==> src/rtl/vga_timing_gen.sv <==
// rtl/vga_timing_gen.sv - VGA sync/counter generator with built-in test patterns
// Define VGA_SCROLL_EN to scroll modes 0-2 horizontally by one pixel per frame.
module vga_timing_gen #(
  parameter int H_ACTIVE  = 640,
  parameter int H_FP      = 16,
  parameter int H_SYNC    = 96,
  parameter int H_BP      = 48,
  parameter int V_ACTIVE  = 480,
  parameter int V_FP      = 10,
  parameter int V_SYNC    = 2,
  parameter int V_BP      = 33,
  parameter int PX_DIV    = 4,
  parameter int HSYNC_POL = 0,
  parameter int VSYNC_POL = 0,
  parameter int COLOR_W   = 4
) (
  input  logic               clk,
  input  logic               i_sclr_n,
  input  logic [1:0]         i_mode,
  output logic [COLOR_W-1:0] o_vga_red,
  output logic [COLOR_W-1:0] o_vga_green,
  output logic [COLOR_W-1:0] o_vga_blue,
  output logic               o_vga_hsync,
  output logic               o_vga_vsync,
  output logic               o_de,
  output logic               o_frame_start,
  output logic [10:0]        o_x,
  output logic [10:0]        o_y
);

  localparam int H_TOTAL = H_ACTIVE + H_FP + H_SYNC + H_BP;
  localparam int V_TOTAL = V_ACTIVE + V_FP + V_SYNC + V_BP;
  localparam int BAR_W   = H_ACTIVE / 8;

  localparam logic [10:0] H_LAST   = 11'(H_TOTAL - 1);
  localparam logic [10:0] V_LAST   = 11'(V_TOTAL - 1);
  localparam logic [10:0] H_VIS    = 11'(H_ACTIVE);
  localparam logic [10:0] V_VIS    = 11'(V_ACTIVE);
  localparam logic [10:0] HS_BEG   = 11'(H_ACTIVE + H_FP);
  localparam logic [10:0] HS_END   = 11'(H_ACTIVE + H_FP + H_SYNC);
  localparam logic [10:0] VS_BEG   = 11'(V_ACTIVE + V_FP);
  localparam logic [10:0] VS_END   = 11'(V_ACTIVE + V_FP + V_SYNC);
  localparam logic [10:0] BAR_LAST = 11'(BAR_W - 1);
  localparam logic [3:0]  DIV_LAST = 4'(PX_DIV - 1);
  localparam logic        HS_ON    = 1'(HSYNC_POL);
  localparam logic        VS_ON    = 1'(VSYNC_POL);
  localparam logic [COLOR_W-1:0] FULL = '1;

  logic [3:0]         div_cnt;
  logic               px_en;
  logic               armed;
  logic               step;
  logic [10:0]        hcnt;
  logic [10:0]        vcnt;
  logic [10:0]        bar_px;
  logic [2:0]         bar_idx;
  logic [1:0]         mode_q;
  logic [1:0]         mode_cur;
  logic               frame_first;
  logic               de;
  logic               chk_x;
  logic [2:0]         bar;
  logic [COLOR_W-1:0] grad;
  logic [COLOR_W-1:0] red;
  logic [COLOR_W-1:0] green;
  logic [COLOR_W-1:0] blue;

  assign px_en = (div_cnt == DIV_LAST);

  // The first px_en after reset only seeds the counters; outputs trail them by one pixel.
  assign step = px_en & armed;

  always_ff @(posedge clk or negedge i_sclr_n) begin
    if (!i_sclr_n) begin
      div_cnt <= 4'd0;
      armed   <= 1'b0;
    end else begin
      div_cnt <= px_en ? 4'd0 : div_cnt + 4'd1;
      if (px_en) armed <= 1'b1;
    end
  end

  always_ff @(posedge clk or negedge i_sclr_n) begin
    if (!i_sclr_n) begin
      hcnt    <= 11'd0;
      vcnt    <= 11'd0;
      bar_px  <= 11'd0;
      bar_idx <= 3'd0;
    end else if (step) begin
      if (hcnt == H_LAST) begin
        hcnt    <= 11'd0;
        bar_px  <= 11'd0;
        bar_idx <= 3'd0;
        vcnt    <= (vcnt == V_LAST) ? 11'd0 : vcnt + 11'd1;
      end else begin
        hcnt <= hcnt + 11'd1;
        if (bar_px == BAR_LAST) begin
          bar_px  <= 11'd0;
          bar_idx <= bar_idx + 3'd1;
        end else begin
          bar_px <= bar_px + 11'd1;
        end
      end
    end
  end

  assign frame_first = (hcnt == 11'd0) && (vcnt == 11'd0);
  assign mode_cur    = frame_first ? i_mode : mode_q;
  assign de          = (hcnt < H_VIS) && (vcnt < V_VIS);

`ifdef VGA_SCROLL_EN
  logic [10:0] frame_cnt;
  logic [10:0] offset;
  logic [10:0] sx;

  always_ff @(posedge clk or negedge i_sclr_n) begin
    if (!i_sclr_n) begin
      frame_cnt <= 11'd0;
    end else if (step && frame_first) begin
      frame_cnt <= frame_cnt + 11'd1;
    end
  end

  // The incremented count already applies to the first pixel of the new frame.
  assign offset = frame_first ? frame_cnt + 11'd1 : frame_cnt;
  assign sx     = hcnt + offset;
  assign chk_x  = sx[5];
  assign grad   = sx[COLOR_W+3:4];
  assign bar    = 3'(((32'(sx)) % H_ACTIVE) / BAR_W);
`else
  assign chk_x = hcnt[5];
  assign grad  = hcnt[COLOR_W+3:4];
  assign bar   = bar_idx;
`endif

  always_comb begin
    red   = '0;
    green = '0;
    blue  = '0;
    if (de) begin
      case (mode_cur)
        2'd0: begin
          red   = {COLOR_W{bar[2]}};
          green = {COLOR_W{bar[1]}};
          blue  = {COLOR_W{bar[0]}};
        end
        2'd1: begin
          if (chk_x ^ vcnt[5]) begin
            red   = FULL;
            green = FULL;
            blue  = FULL;
          end
        end
        2'd2: begin
          red   = grad;
          green = grad;
          blue  = grad;
        end
        default: begin
          red   = FULL;
          green = FULL;
          blue  = FULL;
        end
      endcase
    end
  end

  always_ff @(posedge clk or negedge i_sclr_n) begin
    if (!i_sclr_n) begin
      o_vga_red     <= '0;
      o_vga_green   <= '0;
      o_vga_blue    <= '0;
      o_vga_hsync   <= ~HS_ON;
      o_vga_vsync   <= ~VS_ON;
      o_de          <= 1'b0;
      o_frame_start <= 1'b0;
      o_x           <= 11'd0;
      o_y           <= 11'd0;
      mode_q        <= 2'd0;
    end else begin
      o_frame_start <= step & frame_first;
      if (step) begin
        o_vga_red   <= red;
        o_vga_green <= green;
        o_vga_blue  <= blue;
        o_vga_hsync <= (hcnt >= HS_BEG && hcnt < HS_END) ? HS_ON : ~HS_ON;
        o_vga_vsync <= (vcnt >= VS_BEG && vcnt < VS_END) ? VS_ON : ~VS_ON;
        o_de        <= de;
        o_x         <= de ? hcnt : 11'd0;
        o_y         <= de ? vcnt : 11'd0;
        if (frame_first) mode_q <= i_mode;
      end
    end
  end

endmodule

==> config.mk <==
export PLATFORM = sky130hd
export DESIGN_NAME = vga_timing_gen
export DESIGN_NICKNAME = d
export VERILOG_FILES = /design/src/rtl/vga_timing_gen.sv
export SDC_FILE = /design/constraint.sdc
export NUM_CORES = 1
export LEC_CHECK = 0
export CORE_MARGIN = 2
export CORE_UTILIZATION = 55
export CTS_BUF_LIST = sky130_fd_sc_hd__clkbuf_4 sky130_fd_sc_hd__clkbuf_8 sky130_fd_sc_hd__clkbuf_16
export DETAILED_ROUTE_END_ITERATION = 6
export GPL_TIMING_DRIVEN = 1
export PLACE_DENSITY = 0.85
export SETUP_SLACK_MARGIN = 0.02
export SLEW_MARGIN = 0
export SYNTH_ARGS = -nofsm -noshare
export SYNTH_HDL_FRONTEND = slang
export SYNTH_SLANG_ARGS = --single-unit
==> constraint.sdc <==
create_clock -name clk -period 3.4 [get_ports clk]
set_input_delay 0.85 -clock clk [delete_from_list [all_inputs] [get_ports clk]]
set_output_delay 0.85 -clock clk [all_outputs]
set_load 0.01 [all_outputs]
## Yosys cells after proc, flatten, opt, wreduce, memory -nomap -nowiden

Index checks and enable logic that the tools add are counted.

- Register bits after elaboration: 81
- Bits in latches: 0
- Memory bits (writable): 0
- Memory bits (read-only): 0
- Bits of input ports: 4
- Memories: 0

- Add/subtract/negate cells: 5
- Multipliers: 0
- Divide/modulo/power cells: 0
- $lt $le $gt $ge: 6
- Equality and inequality tests: 6
- Shifts and indexed selects: 0
- Mux-type cells: 19
- Bitwise operators: 3
- Reduce and logical (&&, ||, !) cells: 10

Operators by type and width:

| operator | count |
|---|---|
| two-way mux 11 bit | 6 |
| one-hot mux 4 bit (3 select lines) | 3 |
| adder 11 x 1 -> 11 bit, second input constant | 3 |
| == test 11 x 10 -> 1 bit, second input constant | 2 |
| logical NOT 11 bit | 2 |
| < comparator 11 x 10 -> 1 bit, second input constant | 2 |
| < comparator 11 x 9 -> 1 bit, second input constant | 2 |
| two-way mux 4 bit | 5 |
| == test 11 x 7 -> 1 bit, second input constant | 1 |
| >= comparator 11 x 10 -> 1 bit, second input constant | 1 |
| >= comparator 11 x 9 -> 1 bit, second input constant | 1 |
| two-way mux 3 bit | 2 |
| adder 4 x 1 -> 4 bit, second input constant | 1 |
| == test 4 x 2 -> 1 bit, second input constant | 1 |
| logical AND 1 bit | 4 |
| AND reduction 2 bit | 2 |
| adder 3 x 1 -> 3 bit, second input constant | 1 |
| AND 1 bit | 2 |
| == test 2 x 1 -> 1 bit, second input constant | 1 |
| == test 2 bit, second input constant | 1 |
| logical NOT 2 bit | 1 |
| two-way mux 1 bit | 2 |
| two-way mux 2 bit | 1 |
| nonzero test 2 bit | 1 |
| XOR 1 bit | 1 |

## Logic depth before layout (Yosys ltp)

Gate-level depths: netlist of run 1.

- Depth after elaboration: 6
- Mapped depth: 8
- Gate-level depth less buffers: 8

## Worst setup path before layout of run 1

Ideal clock, no wire load.

- Path type: flip-flop to flip-flop
- Start: reg hcnt[0]
- End: reg o_vga_blue[1]
- Data arrival time: 2.040 ns
- Required time: 3.274 ns
- Path slack: 1.234 ns
- Stages on the path, launching flop included: 9
- Period minus slack after synthesis: 2.166 ns
- Path through: dfrtp_1 inv_1 ha_1 or4b_4 and4bb_4 a211oi_4 o21ai_2 nand2_1 a221o_1

- Cells in the longest elaborated chain, start to end: 6
- Elaborated cells between the ends (all ways): 10
- Classes of those cells: order compare: 1; eq/ne: 2; mux: 3; reduce/logical: 4

RTL lines:

| element | line | source |
|---|---|---|
| from (decl) | 53 | `logic [10:0] hcnt;` |
| from (signal assigned) | 96 | `hcnt <= hcnt + 11'd1;` |
| logical NOT 11 bit | 107 | `assign frame_first = (hcnt == 11'd0) && (vcnt == 11'd0);` |
| logical AND 1 bit | 107 |  |
| two-way mux 2 bit | -- |  |
| == test 2 bit (tied with other cells) | 141 | `case (mode_cur)` |
| one-hot mux 4 bit (3 select lines) | 141 |  |
| two-way mux 4 bit * | 140 | `if (de) begin` |
| to (signal assigned) | 185 | `o_vga_blue <= blue;` |
| to (decl) | 22 | `output logic [COLOR_W-1:0] o_vga_blue,` |

Every way passes the cells marked *; elsewhere a longest branch is shown, timed or not.
A chain may end at the register's enable or synchronous reset.

## Worst setup path after layout of run 1

- Start: reg div_cnt[0]
- End: reg vcnt[9]

- Cells in the longest elaborated chain, start to end: 3

RTL lines:

| element | line | source |
|---|---|---|
| from (decl) | 49 | `logic [3:0] div_cnt;` |
| from (signal assigned) | 78 | `div_cnt <= px_en ? 4'd0 : div_cnt + 4'd1;` |
| == test 4 x 2 -> 1 bit | 68 | `assign px_en = (div_cnt == DIV_LAST);` |
| AND 1 bit | 71 | `assign step = px_en & armed;` |
| AND reduction 2 bit (no line) | -- |  |
| to (signal assigned) | 94 | `vcnt <= (vcnt == V_LAST) ? 11'd0 : vcnt + 11'd1;` |
| to (decl) | 54 | `logic [10:0] vcnt;` |

No other way between the ends.

==> Flow_metrics.wiki, run 1 <==
{| class="wikitable"
! Metric !! Value
|-
| Result of the run || finished, final reports clean
|-
| Y dimension of the die || 86.6 µm
|-
| Fraction of final layout cells with drive strength greater than 1 || 13.2%
|-
| Yosys top cell area share || 52.7%
|-
| Post-synth top area cell || dfrtp_1
|-
| Post-place instance area || 0.00421 mm²
|-
| Min Clock Period, post-route || 2370 ps
|-
| Endpoint required time on the critical path || 3680 ps
|-
| Cell types with the largest area share after synthesis || dfrtp_1 (53%), a22o_1 (6.5%), nand2_1 (4.7%)
|-
| Fraction of power consumed by the clock network || 46.9%
|-
| Aggregate negative setup slack || 0 ps
|-
| Clock transition at the registers of the reported paths || 80 ps
|-
| Async set or reset register ratio after synthesis || 100%
|-
| Overall fraction of global-route tracks in use || 22.9%
|-
| Maximum number of pins on one net before global-route repair || 82
|-
| Starting density of the core || 56.1%
|-
| Top-Level Pins || 42
|-
| Critical path class || flip-flop to flip-flop
|-
| Sequential Power Share || 50.1%
|-
| Number of buffers inserted for hold repair after clock tree synthesis || 0
|-
| Slowest cell on the critical path || nor3_1
|-
| Setup violators final || 0
|-
| Clk root buf || clkbuf_8
|-
| Post-Place Setup Slack || 1090 ps
|-
| Power density of the placed cells || 437 mW/mm²
|-
| Crit path cell chain || ha_1 > and4bb_2 > nand4_1 > nor3_1 > nand2_1 > xor2_1 > a21oi_1
|-
| Share of the cycle needed by the critical path after routing || 69.8%
|-
| Maximum fanout along the worst path || 13
|-
| Remaining global-route overflow || 0
|-
| Worst path setup slack after routing || 1030 ps
|-
| Max_cap viols || 0
|-
| Type of the tightest min-delay check || flip-flop to flip-flop
|-
| Initial antenna violation count || 0
|-
| Detailed Routing Iterations Pass 1 || 4
|-
| Clk Latency, worst-skew pair || 360 ps
|-
| Layout fillers || 521
|-
| Antenna diode count || 0
|-
| Post-route DRC || 0
|-
| Wire length of the first global-routing pass || 13200 µm
|-
| Flop2flop setup slack || 1030 ps
|-
| Multi-input logic area || 0.00161 mm²
|-
| Endpoint kind of the worst setup timing path || flip-flop
|-
| Cells after DPL || 451
|-
| Reg2Reg Launch Point || div_cnt[0]$_DFF_PN0_
|-
| Synthesized instance count || 342
|-
| Area taken by flip-flops and latches || 0.00203 mm²
|-
| Summed area of non-filler cells in the final layout || 0.00447 mm²
|-
| Width of the die || 86.6 µm
|-
| RePlAce Congestion || 0.863
|-
| H-tree depth reported by CTS || 3
|-
| Clock tree from TritonCTS || yes
|-
| Clock Sinks || 81
|-
| Layout Area Growth over Synthesis || 19.1%
|-
| Post-layout instance count excluding filler cells || 467
|-
| Number of synthesized register bits || 81
|-
| Worst setup SP type || flip-flop
|-
| Mapped Area || 0.00375 mm²
|-
| Final hold vios || 0
|-
| Total internal power || 1.56 mW
|-
| Net Count, Synth || 353
|-
| Logic gate share of total power || 3.1%
|-
| Antenna Nets Post-Route || 0
|-
| Number of vias after detailed routing || 2789
|-
| Slew at the pin with the worst max-slew slack || 990 ps
|-
| Count of cells along the worst register-to-register path || 7
|-
| Top achievable clock speed || 421 MHz
|-
| Yosys warnings || 0
|-
| RSZ-0062 raised after global routing || false
|-
| EDFF count, synth || 0
|-
| Drt first-iter violations || 190
|-
| Count of final max-slew check failures || 0
|-
| Slew Limit Headroom || 34.0%
|-
| Data arrival time of the worst path || 2660 ps
|-
| Post-layout nets || 393
|-
| Net switching power figure || 389 µW
|-
| Average cell area after synthesis || 11.0 µm²
|-
| Leakage power total || 2.05 nW
|-
| Count of cells along the worst hold path || 1
|-
| Start point of the worst min-delay path || div_cnt[0]$_DFF_PN0_
|-
| Gates resized, CTS repair || 0
|-
| Largest incremental delay on the critical path || 510 ps
|-
| Area inside the core boundary || 0.00668 mm²
|-
| Total CTS buffers || 9
|-
| Worst reg2reg path endpoint || vcnt[9]$_DFFE_PN0P_
|-
| Vias per inst || 5.97
|-
| Drt total wl || 7920 µm
|-
| Vias in the first global route || 2712
|-
| Count of input and output buffers || 41
|-
| Fraction of power spent switching nets || 19.9%
|-
| VDD IR max || 0.000253 V
|-
| Hold Crit Endpoint || div_cnt[0]$_DFF_PN0_
|-
| WL/cell || 17.0 µm
|-
| Part of the Yosys area used for sequential elements || 54.1%
|-
| Setup repair bufs after CTS || 0
|-
| Clk_skew || 9.18 ps
|-
| Predominant post-synthesis flop cell || dfrtp_1
|-
| Final Util || 66.9%
|-
| Number of standard-cell rows in the floorplan || 30
|-
| Largest buffer count on any clock path || 2
|-
| Number of distinct standard cells referenced by the synthesized netlist || 49
|-
| Total half-perimeter wirelength after legalization and detailed placement || 5270 µm
|-
| Overall die area || 0.00750 mm²
|}
==> logic make-up after synthesis <==
group	Yosys count	synth area share (%)
flip-flops	81	54.1
multiplexers	3	0.901
AND/OR/NAND/NOR	140	20.6
AO/OA/AOI/OAI	62	12.8
adder cells (fa/ha/maj)	7	2.33
XOR/XNOR	25	5.84
buffers and inverters	24	3.40
==> stage by stage <==
step / total power, mW / hold WS (ps)
3_5_place_dp: 1.06 / 454
4_1_cts: 1.96 / 465
2_1_floorplan: 1.02 / 433
5_1_grt: 2.01 / 488
6_report: 1.95 / 465
3_3_place_gp: 1.06 / 448
==> per-layer routing <==
layer  GRT usage, %  vias up  share of wire (%)
met2           35.5       90                 48
met3           3.81       12                4.0
li1               -     1291                  -
met1           32.0     1396                 46
met4           9.94        0                1.9
met5              0        -                  0
==> cell type report <==
cell class                 count  share of cell area (%)
multi-input combinational    237                    35.9
tap                           80                    2.24
inverter                       7                   0.588
clock inverter                 6                    2.91
timing repair buffer          46                    9.97
clock buffer                  10                    2.94
sequential                    81                    45.4
==> sequential cells by signal, summed over array words and instances, names as in the netlist, 2 cells and up <==
| name | count |
|---|---|
| bar | 3 |
| bar_px | 11 |
| mode_q | 2 |
| o_x | 11 |
| o_y | 11 |
| o_vga_green | 4 |
| div_cnt | 4 |
| o_vga_blue | 4 |
| o_vga_red | 4 |
| vcnt | 11 |
| hcnt | 11 |
==> placed cells by master (no fill, tap or decap), types with 2 or more instances in the layout <==
cell type        count
o21ai_0             18
clkdlybuf4s50_1     40
dfrtp_1             79
nand4_1              6
nor3_1               5
nor3b_1              2
a21oi_1              2
nor2b_1              4
clkbuf_8             9
and3_1               8
o31ai_1              2
bufinv_16            4
and2_1               5
xnor2_1             12
nor2_1              24
clkinv_2             2
and3_2               3
nand3_1             14
nor4_1               2
nand4b_1             2
nand2_1             47
ha_1                 7
dfstp_2              2
buf_4                6
a221o_1              3
o21ai_2              3
a22o_1              28
inv_1                7
xor2_1              13
nand3b_1             2
nor3_2               3
mux2_2               3
==> Yosys cell counts (3+ instances only) <==
cell / n
a221o_1: 3
a22o_1: 28
and2_1: 5
and3_1: 8
and3_2: 3
clkbuf_1: 11
dfrtp_1: 79
ha_1: 7
inv_1: 7
mux2_2: 3
nand2_1: 47
nand3_1: 14
nand4_1: 6
nor2_1: 24
nor2b_1: 4
nor3_1: 5
nor3_2: 3
nor4_1: 3
o21ai_0: 18
o21ai_2: 3
xnor2_1: 12
xor2_1: 13
==> power by group through the flow <==
stage | registers (mW) | clock network, mW | logic [mW]
2_1_floorplan | 0.999 | 0 | 0.0174
3_3_place_gp | 0.997 | 0 | 0.0602
3_5_place_dp | 0.997 | 0 | 0.0619
4_1_cts | 0.978 | 0.924 | 0.0621
5_1_grt | 0.979 | 0.966 | 0.0677
6_report | 0.978 | 0.916 | 0.0601
==> how the worst max path moves through the flow <==
stage,endpoint,start,depth (start not counted)
floorplan,o_vga_blue[1]$_DFFE_PN0P_,hcnt[0]$_DFFE_PN0P_,8
global placement,o_vga_blue[1]$_DFFE_PN0P_,div_cnt[0]$_DFF_PN0_,7
detailed placement,o_vga_green[1]$_DFFE_PN0P_,div_cnt[0]$_DFF_PN0_,7
CTS,o_vga_green[1]$_DFFE_PN0P_,div_cnt[0]$_DFF_PN0_,7
global route,o_vga_green[1]$_DFFE_PN0P_,div_cnt[0]$_DFF_PN0_,7
finish,vcnt[9]$_DFFE_PN0P_,div_cnt[0]$_DFF_PN0_,7
==> worst max-delay path, delay by kind of cell (launching register included) <==
family / cells / cell delay (ps)
AO/OA/AOI/OAI: 1 / 120
XOR/XNOR: 1 / 160
adder cells (fa/ha/maj): 1 / 250
flip-flops: 1 / 380
AND/OR/NAND/NOR: 4 / 1390
(Power assumes the default switching activity.)
==> inputs of run 2 (changes only) <==
==> constraint.sdc (replaced) <==
create_clock -name clk -period 2.2 [get_ports clk]
set_input_delay 0.55 -clock clk [delete_from_list [all_inputs] [get_ports clk]]
set_output_delay 0.55 -clock clk [all_outputs]
set_load 0.01 [all_outputs]
==> run 2 against run 1 <==
The run now ends with setup timing left. Largest power group unchanged. Sequential share of layout area fell by 1.5 points. Global-route usage is 0.097 points lower. Count of clock-buffer cells in the layout is 1 higher. Highest routed layer unchanged. Cell area rose by 3.4%.
==> Flow_metrics.wiki, run 2 (synthesis results as in run 1) <==
{| class="wikitable"
! Metric !! Value
|-
| Result of the run || finished, violations left
|-
| Failing checks || setup timing
|-
| Post-route DRC || 0 (unchanged)
|-
| Endpoint required time on the critical path || 2440 ps (-1240 ps)
|-
| Clock tree from TritonCTS || yes
|-
| Starting density of the core || 56.1% (unchanged)
|-
| Worst reg2reg path endpoint || o_vga_red[1]$_DFFE_PN0P_
|-
| Count of cells along the worst register-to-register path || 8 (+1)
|-
| Count of input and output buffers || 41 (unchanged)
|-
| Layout Area Growth over Synthesis || 23.2%
|-
| Slowest cell on the critical path || or4b_4
|-
| Gate family responsible for the most delay along the worst path || simple AND/OR/NAND/NOR gates
|-
| Top achievable clock speed || 444 MHz (+5.3%)
|-
| Count of final max-slew check failures || 0 (unchanged)
|-
| Width of the die || 86.6 µm (unchanged)
|-
| Final hold vios || 0 (unchanged)
|-
| Vias in the first global route || 2784 (+2.7%)
|-
| Vias per inst || 5.84 (-2.1%)
|-
| H-tree depth reported by CTS || 3 (unchanged)
|-
| Maximum fanout along the worst path || 5 (-8)
|-
| Critical path class || flip-flop to flip-flop
|-
| Post-Place Setup Slack || -82.0 ps (-1170 ps)
|-
| Detailed Routing Iterations Pass 1 || 6 (+2)
|-
| Data arrival time of the worst path || 2490 ps (-170 ps)
|-
| Slew Limit Headroom || 67.4% (+33 points)
|-
| Endpoint kind of the worst setup timing path || flip-flop
|-
| Area inside the core boundary || 0.00668 mm² (unchanged)
|-
| Setup violators final || 6 (+6)
|-
| Leakage power total || 2.13 nW (+4.2%)
|-
| Wire length of the first global-routing pass || 13200 µm (+0.11%)
|-
| Most frequent cells in the layout || dfrtp_1 (79), nand2_1 (47), clkdlybuf4s50_1 (40)
|-
| Clk root buf || clkbuf_8
|-
| Overall die area || 0.00750 mm² (unchanged)
|-
| Clk Latency, worst-skew pair || 350 ps (about the same)
|-
| Worst path setup slack after routing || -54.8 ps (-1080 ps)
|-
| Maximum number of pins on one net before global-route repair || 45 (-45%)
|-
| Drt first-iter violations || 246 (+29%)
|-
| Number of gates on the worst path with buffers counted || 8 (+1)
|-
| Antenna Nets Post-Route || 0 (unchanged)
|-
| Clock transition at the registers of the reported paths || 80 ps (about the same)
|-
| Total half-perimeter wirelength after legalization and detailed placement || 5520 µm (+4.7%)
|-
| Max_cap viols || 0 (unchanged)
|-
| Remaining global-route overflow || 0 (unchanged)
|-
| Power density of the placed cells || 589 mW/mm² (+35%)
|-
| Share of the cycle needed by the critical path after routing || 102% (+33 points)
|-
| Number of standard-cell rows in the floorplan || 30 (unchanged)
|-
| Largest buffer count on any clock path || 2 (unchanged)
|-
| Summed area of non-filler cells in the final layout || 0.00462 mm² (+3.4%)
|-
| Largest incremental delay on the critical path || 450 ps (-60 ps)
|-
| VDD IR max || 0.000374 V (+48%)
|-
| Origin of the worst setup path || hcnt[1]$_DFFE_PN0P_
|-
| Worst setup SP type || flip-flop
|-
| Number of buffer and inverter stages on the critical path || 1 (+1)
|-
| Total CTS buffers || 9 (unchanged)
|-
| Reg2Reg Launch Point || hcnt[1]$_DFFE_PN0P_
|-
| Clock Sinks || 81 (unchanged)
|-
| Antenna diode count || 0 (unchanged)
|-
| Clk_skew || 7.96 ps (-1.21 ps)
|-
| Flop2flop setup slack || -50 ps (-1080 ps)
|-
| RSZ-0062 raised after global routing || true
|-
| Top-Level Pins || 42 (unchanged)
|-
| RePlAce Congestion || 0.857 (-0.72%)
|-
| Number of vias after detailed routing || 2852 (+2.3%)
|-
| Fraction of final layout cells with drive strength greater than 1 || 18.9% (+5.7 points)
|-
| Type of the tightest min-delay check || primary input to async pin
|-
| Post-layout nets || 414 (+5.3%)
|-
| Most common library cell in the layout ignoring fill and taps || dfrtp_1
|-
| Y dimension of the die || 86.6 µm (unchanged)
|-
| Initial antenna violation count || 0 (unchanged)
|-
| Drt total wl || 8120 µm (+2.5%)
|-
| Min Clock Period, post-route || 2250 ps (-120 ps)
|-
| Overall fraction of global-route tracks in use || 22.8% (-0.097 points)
|-
| WL/cell || 16.6 µm (-1.9%)
|-
| Post-place instance area || 0.00436 mm² (+3.7%)
|-
| Crit path cell chain || inv_2 > ha_4 > or4b_4 > and4bb_4 > a211oi_4 > o21ai_2 > nand2_1 > a221o_1
|-
| Number of buffers inserted for hold repair after clock tree synthesis || 0 (unchanged)
|-
| Slew at the pin with the worst max-slew slack || 484 ps (-506 ps)
|}
[run 2: cell types whose count changed in the layout (fill, tap and decap cells not counted), sizes merged]
cell,change
buf,+21
bufinv,-3
clkinv,+2
clkbuf,+1
[run 2: worst max path at each step]
| stage | endpoint | slack [ps] |
|---|---|---|
| final | o_vga_red[1]$_DFFE_PN0P_ | -50 |
| after global routing | o_vga_blue[1]$_DFFE_PN0P_ | -140 |
| after CTS | o_vga_blue[1]$_DFFE_PN0P_ | -20 |
| after detailed placement | o_vga_blue[1]$_DFFE_PN0P_ | -80 |
| after global placement | o_vga_blue[1]$_DFFE_PN0P_ | 30 |
| after floorplan | o_vga_blue[1]$_DFFE_PN0P_ | 30 |
[run 2: power by group]
part | internal (mW) | total, mW | switching, mW
Combinational | 0.0450 | 0.102 | 0.0567
Clock | 0.582 | 1.11 | 0.528
Sequential | 1.50 | 1.51 | 0.0101
Total | 2.13 | 2.72 | 0.595
[run 2: timing repair]
action	4_1_cts	5_1_grt
pin swaps	19	7
gates resized for setup	4	5
buffers inserted	1	1
endpoints found under the setup margin	12	13
[run 2: metal layers]
layer	wire length (µm)	up-vias	global-route usage, %
li1	-	1326	-
met1	3740	1429	31.3
met2	3850	84	35.4
met3	378	13	3.90
met4	142	0	10.8
met5	0	-	0
[run 2: worst register-to-register path: stages (launching register included)]
cell and delay, ps:
dfrtp_1 400, inv_2 80, ha_4 120, or4b_4 450, and4bb_4 390, a211oi_4 100
o21ai_2 220, nand2_1 90, a221o_1 290
[run 2: per-stage QoR]
stage          setup TNS [ps]  power [mW]  hold WS, ps  std cells  utilization (%)
2_1_floorplan               0        1.57          254        342                -
3_3_place_gp                0        1.64          445        470             65.3
3_5_place_dp             -554        1.64          464        470             65.3
4_1_cts                 -50.2        2.73          166        487             68.8
5_1_grt                 -1280        2.81          191        488             69.2
6_report                 -134        2.72          153        488             69.2
[run 2: cell type report]
cell class              instances  area (µm²)
flip-flops and latches         81        2030
fillers                       484        2060
multi-input cells             237        1640
well taps                      80         100
clock inverters                 5        53.8
clock buffers                  11         151
repair buffers                 67         616
inverters                       7        26.3
